<file path="config.mk">
export PLATFORM = sky130hd
export DESIGN_NAME = action_ram_arbiter
export DESIGN_NICKNAME = d
export VERILOG_FILES = /design/src/rtl/ttt_pkg.sv /design/src/rtl/rr_arb2.sv /design/src/rtl/action_ram_arbiter.sv
export SDC_FILE = /design/constraint.sdc
export NUM_CORES = 1
export LEC_CHECK = 0
export ABC_AREA = 1
export CORE_MARGIN = 3
export CORE_UTILIZATION = 41
export CTS_CLUSTER_SIZE = 8
export DETAILED_ROUTE_END_ITERATION = 8
export PLACE_DENSITY = 0.78
export SLEW_MARGIN = 20
export SYNTH_ARGS = -nofsm -noshare
export SYNTH_HDL_FRONTEND = slang
export SYNTH_SLANG_ARGS = --single-unit
</file>
<file path="constraint.sdc">
create_clock -name clock -period 2.3 [get_ports clock]
set_input_delay 0.46 -clock clock [delete_from_list [all_inputs] [get_ports clock]]
set_output_delay 0.46 -clock clock [all_outputs]
set_load 0.05 [all_outputs]
</file>
<file path="src/rtl/ttt_pkg.sv">
// Shared constants and types for the action RAM arbiter: RAM geometry,
// lock state encoding and client indices.
package ttt_pkg;

    localparam int ACTION_ADDR_W = 8;
    localparam int ACTION_DATA_W = 16;

    localparam int CL_MOVE  = 0;
    localparam int CL_TRAIN = 1;

    typedef enum logic [0:0] {
        LK_IDLE,
        LK_LOCKED
    } lk_state_t;

endpackage

</file>
<file path="src/rtl/rr_arb2.sv">
// Two-requester round-robin arbiter. force1 gives requester 1 absolute
// priority and freezes the pointer; advance enables the pointer flip.
module rr_arb2 (
    input  logic       clock,
    input  logic       reset_n,
    input  logic [1:0] req,
    input  logic       advance,
    input  logic       force1,
    output logic [1:0] gnt
);

    logic ptr;

    always_comb begin
        gnt = req;
        if (req == 2'b11) begin
            gnt = (force1 || ptr) ? 2'b10 : 2'b01;
        end
    end

    // The pointer only moves after a genuine contention decided by round-robin.
    always_ff @(posedge clock or negedge reset_n) begin
        if (!reset_n) begin
            ptr <= 1'b0;
        end else if (advance && !force1 && req == 2'b11) begin
            ptr <= ~ptr;
        end
    end

endmodule

</file>
<file path="src/rtl/action_ram_arbiter.sv">
// Arbitrates the action RAM read and write ports between the move selector
// and the trainer, with a trainer address lock. Optional: ACTION_RAM_BYPASS_EN.
module action_ram_arbiter
    import ttt_pkg::*;
#(
    parameter int ADDR_W = ACTION_ADDR_W,
    parameter int DATA_W = ACTION_DATA_W
) (
    input  logic              clock,
    input  logic              reset_n,
    input  logic [1:0]        req,
    input  logic [1:0]        we,
    input  logic [ADDR_W-1:0] addr0,
    input  logic [ADDR_W-1:0] addr1,
    input  logic [DATA_W-1:0] wdata0,
    input  logic [DATA_W-1:0] wdata1,
    input  logic              lock1,
    output logic [1:0]        gnt,
    output logic [1:0]        rvalid,
    output logic [DATA_W-1:0] rdata,
    output logic [ADDR_W-1:0] ram_read_address,
    output logic [ADDR_W-1:0] ram_write_address,
    output logic [DATA_W-1:0] ram_d_in,
    output logic              ram_write_enable,
    input  logic [DATA_W-1:0] ram_d_out
);

    lk_state_t         lk_state;
    logic [ADDR_W-1:0] lk_addr;
    logic              locked;
    logic              hit0;
    logic [1:0]        rd_req;
    logic [1:0]        wr_req;
    logic [1:0]        rd_gnt;
    logic [1:0]        wr_gnt;
    logic              rd_any;
    logic              wr_any;
    logic [ADDR_W-1:0] rd_addr_sel;
    logic [ADDR_W-1:0] wr_addr_sel;
    logic [DATA_W-1:0] wr_data_sel;
    logic [ADDR_W-1:0] rd_addr_q;
    logic [ADDR_W-1:0] wr_addr_q;
    logic [DATA_W-1:0] wr_data_q;

    assign locked = (lk_state == LK_LOCKED);
    assign hit0   = locked && (addr0 == lk_addr);

    // Requests are gated by reset so no grant (and no RAM write) can escape it.
    assign rd_req = {req[CL_TRAIN] & ~we[CL_TRAIN],
                     req[CL_MOVE] & ~we[CL_MOVE] & ~hit0} & {2{reset_n}};
    assign wr_req = {req[CL_TRAIN] & we[CL_TRAIN],
                     req[CL_MOVE] & we[CL_MOVE] & ~hit0} & {2{reset_n}};

    rr_arb2 u_rd_rr (
        .clock   (clock),
        .reset_n (reset_n),
        .req     (rd_req),
        .advance (~locked),
        .force1  (locked),
        .gnt     (rd_gnt)
    );

    rr_arb2 u_wr_rr (
        .clock   (clock),
        .reset_n (reset_n),
        .req     (wr_req),
        .advance (~locked),
        .force1  (locked),
        .gnt     (wr_gnt)
    );

    assign gnt         = rd_gnt | wr_gnt;
    assign rd_any      = |rd_gnt;
    assign wr_any      = |wr_gnt;
    assign rd_addr_sel = rd_gnt[CL_TRAIN] ? addr1 : addr0;
    assign wr_addr_sel = wr_gnt[CL_TRAIN] ? addr1 : addr0;
    assign wr_data_sel = wr_gnt[CL_TRAIN] ? wdata1 : wdata0;

    assign ram_read_address  = rd_any ? rd_addr_sel : rd_addr_q;
    assign ram_write_address = wr_any ? wr_addr_sel : wr_addr_q;
    assign ram_d_in          = wr_any ? wr_data_sel : wr_data_q;
    assign ram_write_enable  = wr_any;

    // Last presented RAM inputs are held so the RAM pins stay quiet when idle.
    always_ff @(posedge clock or negedge reset_n) begin
        if (!reset_n) begin
            rd_addr_q <= '0;
            wr_addr_q <= '0;
            wr_data_q <= '0;
            rvalid    <= 2'b00;
        end else begin
            if (rd_any) begin
                rd_addr_q <= rd_addr_sel;
            end
            if (wr_any) begin
                wr_addr_q <= wr_addr_sel;
                wr_data_q <= wr_data_sel;
            end
            rvalid <= rd_gnt;
        end
    end

`ifdef ACTION_RAM_BYPASS_EN
    logic              byp_flag;
    logic [DATA_W-1:0] byp_data;

    always_ff @(posedge clock or negedge reset_n) begin
        if (!reset_n) begin
            byp_flag <= 1'b0;
            byp_data <= '0;
        end else begin
            byp_flag <= rd_any && wr_any && (rd_addr_sel == wr_addr_sel);
            byp_data <= wr_data_sel;
        end
    end

    assign rdata = byp_flag ? byp_data : ram_d_out;
`else
    assign rdata = ram_d_out;
`endif

    // Lock held from a locking trainer read until the trainer writes the
    // locked address back or abandons the lock while idle.
    always_ff @(posedge clock or negedge reset_n) begin
        if (!reset_n) begin
            lk_state <= LK_IDLE;
            lk_addr  <= '0;
        end else begin
            case (lk_state)
                LK_IDLE: begin
                    if (rd_gnt[CL_TRAIN] && lock1) begin
                        lk_state <= LK_LOCKED;
                        lk_addr  <= addr1;
                    end
                end
                LK_LOCKED: begin
                    if ((wr_gnt[CL_TRAIN] && addr1 == lk_addr) ||
                        (!lock1 && !req[CL_TRAIN])) begin
                        lk_state <= LK_IDLE;
                    end
                end
                default: lk_state <= LK_IDLE;
            endcase
        end
    end

endmodule

</file>
# [Word-level counts from Yosys, hierarchy flattened]
# Index checks and enable logic that the tools add are counted.
[op_classes] eq_ne=4 mux=13 bitwise=15 reduce_logical=16
[op_table] cell="16-bit 2-to-1 mux" count=2
[op_table] cell="8-bit 2-to-1 mux" count=4
[op_table] cell="8-bit == test" count=2
[op_table] cell="2-bit 2-to-1 mux" count=4
[op_table] cell="1-bit logical AND" count=7
[op_table] cell="1-bit AND" count=6
[op_table] cell="1-bit inverter" count=6
[op_table] cell="2-bit AND" count=2
[op_table] cell="2-bit == test, second input constant" count=2
[op_table] cell="2-bit OR reduction" count=2
[op_table] cell="1-bit logical NOT" count=3
[op_table] cell="1-bit logical OR" count=3
[op_table] cell="1-bit 2-to-1 mux" count=2
[op_table] cell="2-bit bitwise OR" count=1
[op_table] cell="1-bit one-hot mux with 2 select lines" count=1
[op_table] cell="2-bit AND reduction" count=1
[word_totals] ff_bits=45 input_bits=71 out_inout_bits=53 wordCells=56

# [Longest topological paths before layout]
[logic_depth] ltp_word=11 mapped_depth=13 ltp_nobuf=12

# [By module]
# From an unflattened synthesis, not the netlist that was laid out.
[hier_totals] hier_cells=309 area_unflattened_um2=2442.3
[modules_own_cells] mod="action_ram_arbiter" instances=1 cells_per_inst=279 area_each_um2=2272.2 seq_area_each_um2=1076.0
[modules_own_cells] mod="rr_arb2" instances=2 cells_per_inst=15 area_each_um2=85.1 seq_area_each_um2=25.0

# [Worst setup path after synthesis]
# OpenSTA, ideal clock, no wires.
[synth_path] path_kind="input to output" startpoint="input port addr0[1]" endpoint="output port gnt[0]" t_arrival_ns=1.946 t_required_ns=1.840 slack_ns=-0.106 stages=11 n_path_buf=2 path_cell_list="inv_1 -> nand2_1 -> nand2_1 -> inv_1 -> nand2_1 -> nor2_1 -> nand3_2 -> buf_6 -> nand2_4 -> buf_4 -> o211ai_1"
[synth_via] elab_chain_cells=8 elab_cells_between_ends=12 cone_classes="eq/ne: 3; mux: 2; bitwise: 6; reduce/logical: 1"
[synth_rtl] item="start, declared" line="action_ram_arbiter.sv:13" rtl="input logic [ADDR_W-1:0] addr0,"
[synth_rtl] item="8-bit == test *" line="action_ram_arbiter.sv:46" rtl="assign hit0 = locked && (addr0 == lk_addr);"
[synth_rtl] item="1-bit logical AND *" line="action_ram_arbiter.sv:46"
[synth_rtl] item="1-bit inverter *" line="action_ram_arbiter.sv:50, action_ram_arbiter.sv:52"
[synth_rtl] item="1-bit AND, on equally long branches" line="action_ram_arbiter.sv:50, action_ram_arbiter.sv:52"
[synth_rtl] item="2-bit AND, on equally long branches" line="action_ram_arbiter.sv:50, action_ram_arbiter.sv:52"
[synth_rtl] item="2-bit == test" line="rr_arb2.sv:16" rtl="if (req == 2'b11) begin"
[synth_rtl] item="2-bit 2-to-1 mux" line="rr_arb2.sv:16"
[synth_rtl] item="2-bit bitwise OR *" line="action_ram_arbiter.sv:72" rtl="assign gnt = rd_gnt | wr_gnt;"
[synth_rtl] item="end, declared" line="action_ram_arbiter.sv:18" rtl="output logic [1:0] gnt,"
# Mark *: on every way between the ends. The rest lies on a longest branch, timed or not.

# [Worst setup path in the final report]
[layout_path] startpoint="input port addr0[5]" endpoint="output port ram_d_in[8]"
[layout_via] elab_chain_cells=9 elab_cells_between_ends=10 cone_classes="eq/ne: 2; mux: 3; bitwise: 3; reduce/logical: 2"
[layout_rtl] item="8-bit == test *" line="action_ram_arbiter.sv:46"
[layout_rtl] item="1-bit logical AND *" line="action_ram_arbiter.sv:46"
[layout_rtl] item="1-bit inverter *" line="action_ram_arbiter.sv:52" rtl="req[CL_MOVE] & we[CL_MOVE] & ~hit0} & {2{reset_n}};"
[layout_rtl] item="1-bit AND *" line="action_ram_arbiter.sv:52"
[layout_rtl] item="2-bit AND *" line="action_ram_arbiter.sv:52"
[layout_rtl] item="2-bit == test" line="rr_arb2.sv:16"
[layout_rtl] item="2-bit 2-to-1 mux *" line="rr_arb2.sv:16"
[layout_rtl] item="16-bit 2-to-1 mux or 2-bit OR reduction (tied branches)" line="action_ram_arbiter.sv:77, action_ram_arbiter.sv:74"
[layout_rtl] item="16-bit 2-to-1 mux *"
[layout_rtl] item="end, declared" line="action_ram_arbiter.sv:23" rtl="output logic [DATA_W-1:0] ram_d_in,"
# Marked as above.

==> results_dict.tcl <==
set metrics [dict create \
    status "complete, but fails checks" \
    violations "negative setup slack" \
    dieArea_um2 7440 \
    fillCellCount 206 \
    fp.dieW_um 86.3 \
    total_power_mw 3.60 \
    synth_nets 401 \
    ys_top_cells_by_count "106 x nand3_1, 57 x nand2_1, 45 x dfrtp_1, 22 x o2111ai_1, 20 x buf_4" \
    ys_seq_area_share_pct 42.6 \
    boundaryPins 124 \
    yosys_warnings 0 \
    ys_top_cells_by_area "dfrtp_1 43%, nand3_1 20%, nand2_1 8.1%, o2111ai_1 7.3%, buf_4 5.7%" \
    netlist_instances 330 \
    critPathCaptureType "output port" \
    h-tree-depth 2 \
    clk_latency_ps 310 \
    num_rows 28 \
    root_buffer "clkbuf_8" \
    synthesis.area_um2 2640 \
    clkTransAtPathRegs_ps 100 \
    route.detailed.drc 0 \
    synth_top_area_share_pct 42.6 \
    hold_violations 0 \
    ys_seq_elements 45 \
    clock_path_buffers 2 \
    hold_class "primary input to async pin" \
    ant_nets 0 \
    grt_antenna_before_repair 0 \
    vias_per_cell 6.57 \
    r2r_end "wr_data_q[14]$_DFF_PN0_" \
    synth_most_common_cell "nand3_1" \
    grtUsageTotal_pct 34.4 \
    synth_cell_types 27 \
    power.leakage_nw 2.55 \
    arrival_ps 2200 \
    gp_congestion 0.876 \
    irDropWorstVdd_v 0.000476 \
    num_vias 3786 \
    core_area_um2 6100 \
    ys_async_sr_fraction_pct 100 \
    setup_viol 36 \
    antennaDiodeCount 0 \
    critPathMaxFanout 7 \
    drv_slew 0 \
    portBuffers 91 \
    synthFlopType "dfrtp_1" \
    hpwl_mm 6.22 \
    wl_mm 15.5 \
    numCtsBuffers 5 \
    required_ps 1840 \
    drt_first_iter_violations 315 \
    fp.dieH_um 86.3 \
    grt_pass1_wl_mm 19.6 \
    period_share_pct 116 \
    firstDrtPassIters 5 \
    cts_tree "done" \
    synthToLayoutAreaGrowth_pct 112 \
    synth-edff-count 0 \
    timing.rr.start "lk_addr[3]$_DFFE_PN0P_" \
    cap_violations 0 \
    drive_above_1_share_pct 56.5 \
    yosysTopAreaCell "dfrtp_1" \
    start_util_pct 43.3 \
    grt_max_degree 36 \
    clkSinkCount 45 \
    fin_ws_ps -357 \
    grt_pass1_vias 3649 \
    grt.overflow.total 0 \
    clock-skew-final_ps 9.09 \
    relSlewSlack_pct 67.3 \
    syn_area_per_cell_um2 8.00 \
    r2r_slack_ps -120 \
    final_nets 571 \
    min_period_ps 2660 \
    post-place-ws_ps -599 \
    grt_setup_unrepaired "true" \
    routedWlPerCell_um 26.8 \
    reg2reg_depth 16 \
    p_per_area_nw_per_um2 643 \
    worst-setup-path-type "primary input to output port" \
    tightest_slew_ps 489 \
    fmax_ghz 0.376 \
    crit_path_start_kind "primary input" \
]
[routing by layer]
metal / GRT usage, % / wire (µm) / vias to the layer above
li1: - / - / 1489
met1: 42.2 / 5240 / 1819
met2: 58.3 / 7280 / 344
met3: 5.70 / 1590 / 134
met4: 17.6 / 1350 / 0
met5: 0 / 0 / -
[report_power, final]
| part | switching [mW] | internal [mW] | leakage, nW | total, mW |
|---|---|---|---|---|
| registers | 0.114 | 0.935 | 0.561 | 1.05 |
| logic | 1.15 | 0.852 | 1.93 | 2.00 |
| clock network | 0.305 | 0.244 | 0.0512 | 0.550 |
| total | 1.57 | 2.03 | 2.55 | 3.60 |
[worst max-delay path, cell delays in order]
cell,delay (ps)
dlygate4sd2_1,290
nand2_2,80
nand2_1,70
inv_1,110
nand2_2,100
nor2_4,160
nand3_4,130
buf_12,180
nand3_4,160
nand3_2,130
nand3_2,150
buf_8,160
[worst max-delay path by stage]
stage | start | endpoint | cells past startpoint
2_1_floorplan | addr0[3] | gnt[0] | 11
3_3_place_gp | addr0[3] | ram_d_in[9] | 12
3_5_place_dp | addr0[3] | ram_d_in[9] | 12
4_1_cts | lk_addr[6]$_DFFE_PN0P_ | ram_write_address[1] | 11
5_1_grt | addr0[5] | ram_read_address[6] | 12
6_report | addr0[5] | ram_d_in[8] | 12
[metrics by stage]
| step | hold slack (ps) | util [%] | area [µm²] | TNS (ps) | std cells |
|---|---|---|---|---|---|
| after global routing | 186 | 91.8 | 5600 | -12060 | 576 |
| final | 173 | 91.8 | 5600 | -10460 | 576 |
| after CTS | 164 | 84.6 | 5160 | -4060 | 564 |
| after floorplan | 164 | - | 2670 | -79.5 | 330 |
| after global placement | 297 | 64.3 | 3920 | -19020 | 511 |
| after detailed placement | 301 | 64.3 | 3920 | -21680 | 511 |
[cells in the final DEF, fill, tap and decap left out, types with 2 or more instances in the layout]
master and n:
inv_2 4, clkdlybuf4s15_2 2, nor2_4 3, inv_1 15, dfrtp_1 44, o2111ai_2 13
clkbuf_8 6, nand2_4 2, xor2_1 6, clkinv_1 2, nand3_1 30, buf_6 10
clkdlybuf4s50_1 43, buf_12 18, buf_8 22, o2111ai_4 8, nand2_1 48, buf_16 2
dlygate4sd2_1 9, o21ai_1 3, nor2_2 4, nand4_1 3, nor2_1 4, nand3_4 25
nand2_2 9, o21ai_0 4, nand3_2 59, inv_8 2, buf_4 85
[registers in the layout, summed over array words and instances, names as in the netlist]
register     count
wr_addr_q        8
u_wr_rr.ptr      1
u_rd_rr.ptr      1
rvalid           2
wr_data_q       16
lk_state         1
lk_addr          8
rd_addr_q        8
[cells by family (layout without fill, tap and decap cells)]
group	Yosys count	in the layout	synth area share, %
buffers and inverters	61	227	12.0
and+or+nand+nor	184	189	33.4
DFF	45	45	42.6
AOI/OAI and AO/OA	33	33	9.62
xor gates and xnor gates	7	7	2.32
[final cells by class]
| type | count | area [µm²] | share of cell area [%] |
|---|---|---|---|
| inverters | 24 | 108 | 1.92 |
| repair buffers | 195 | 2090 | 37.3 |
| clock buffers | 6 | 82.6 | 1.48 |
| clock inverters | 2 | 13.8 | 0.246 |
| well taps | 75 | 93.8 | 1.68 |
| flip-flops and latches | 45 | 1130 | 20.1 |
| multi-input cells | 229 | 2090 | 37.3 |
[repair_timing]
action | 4_1_cts | 5_1_grt
gates resized for setup | 159 | 65
endpoints found under the hold margin | 2 | 0
setup buffers | 35 | 13
endpoints found under the setup margin | 35 | 36
hold buffers | 1 | 0
pin swaps | 40 | 35
gates cloned | 9 | 0
(Power assumes the default switching activity.)
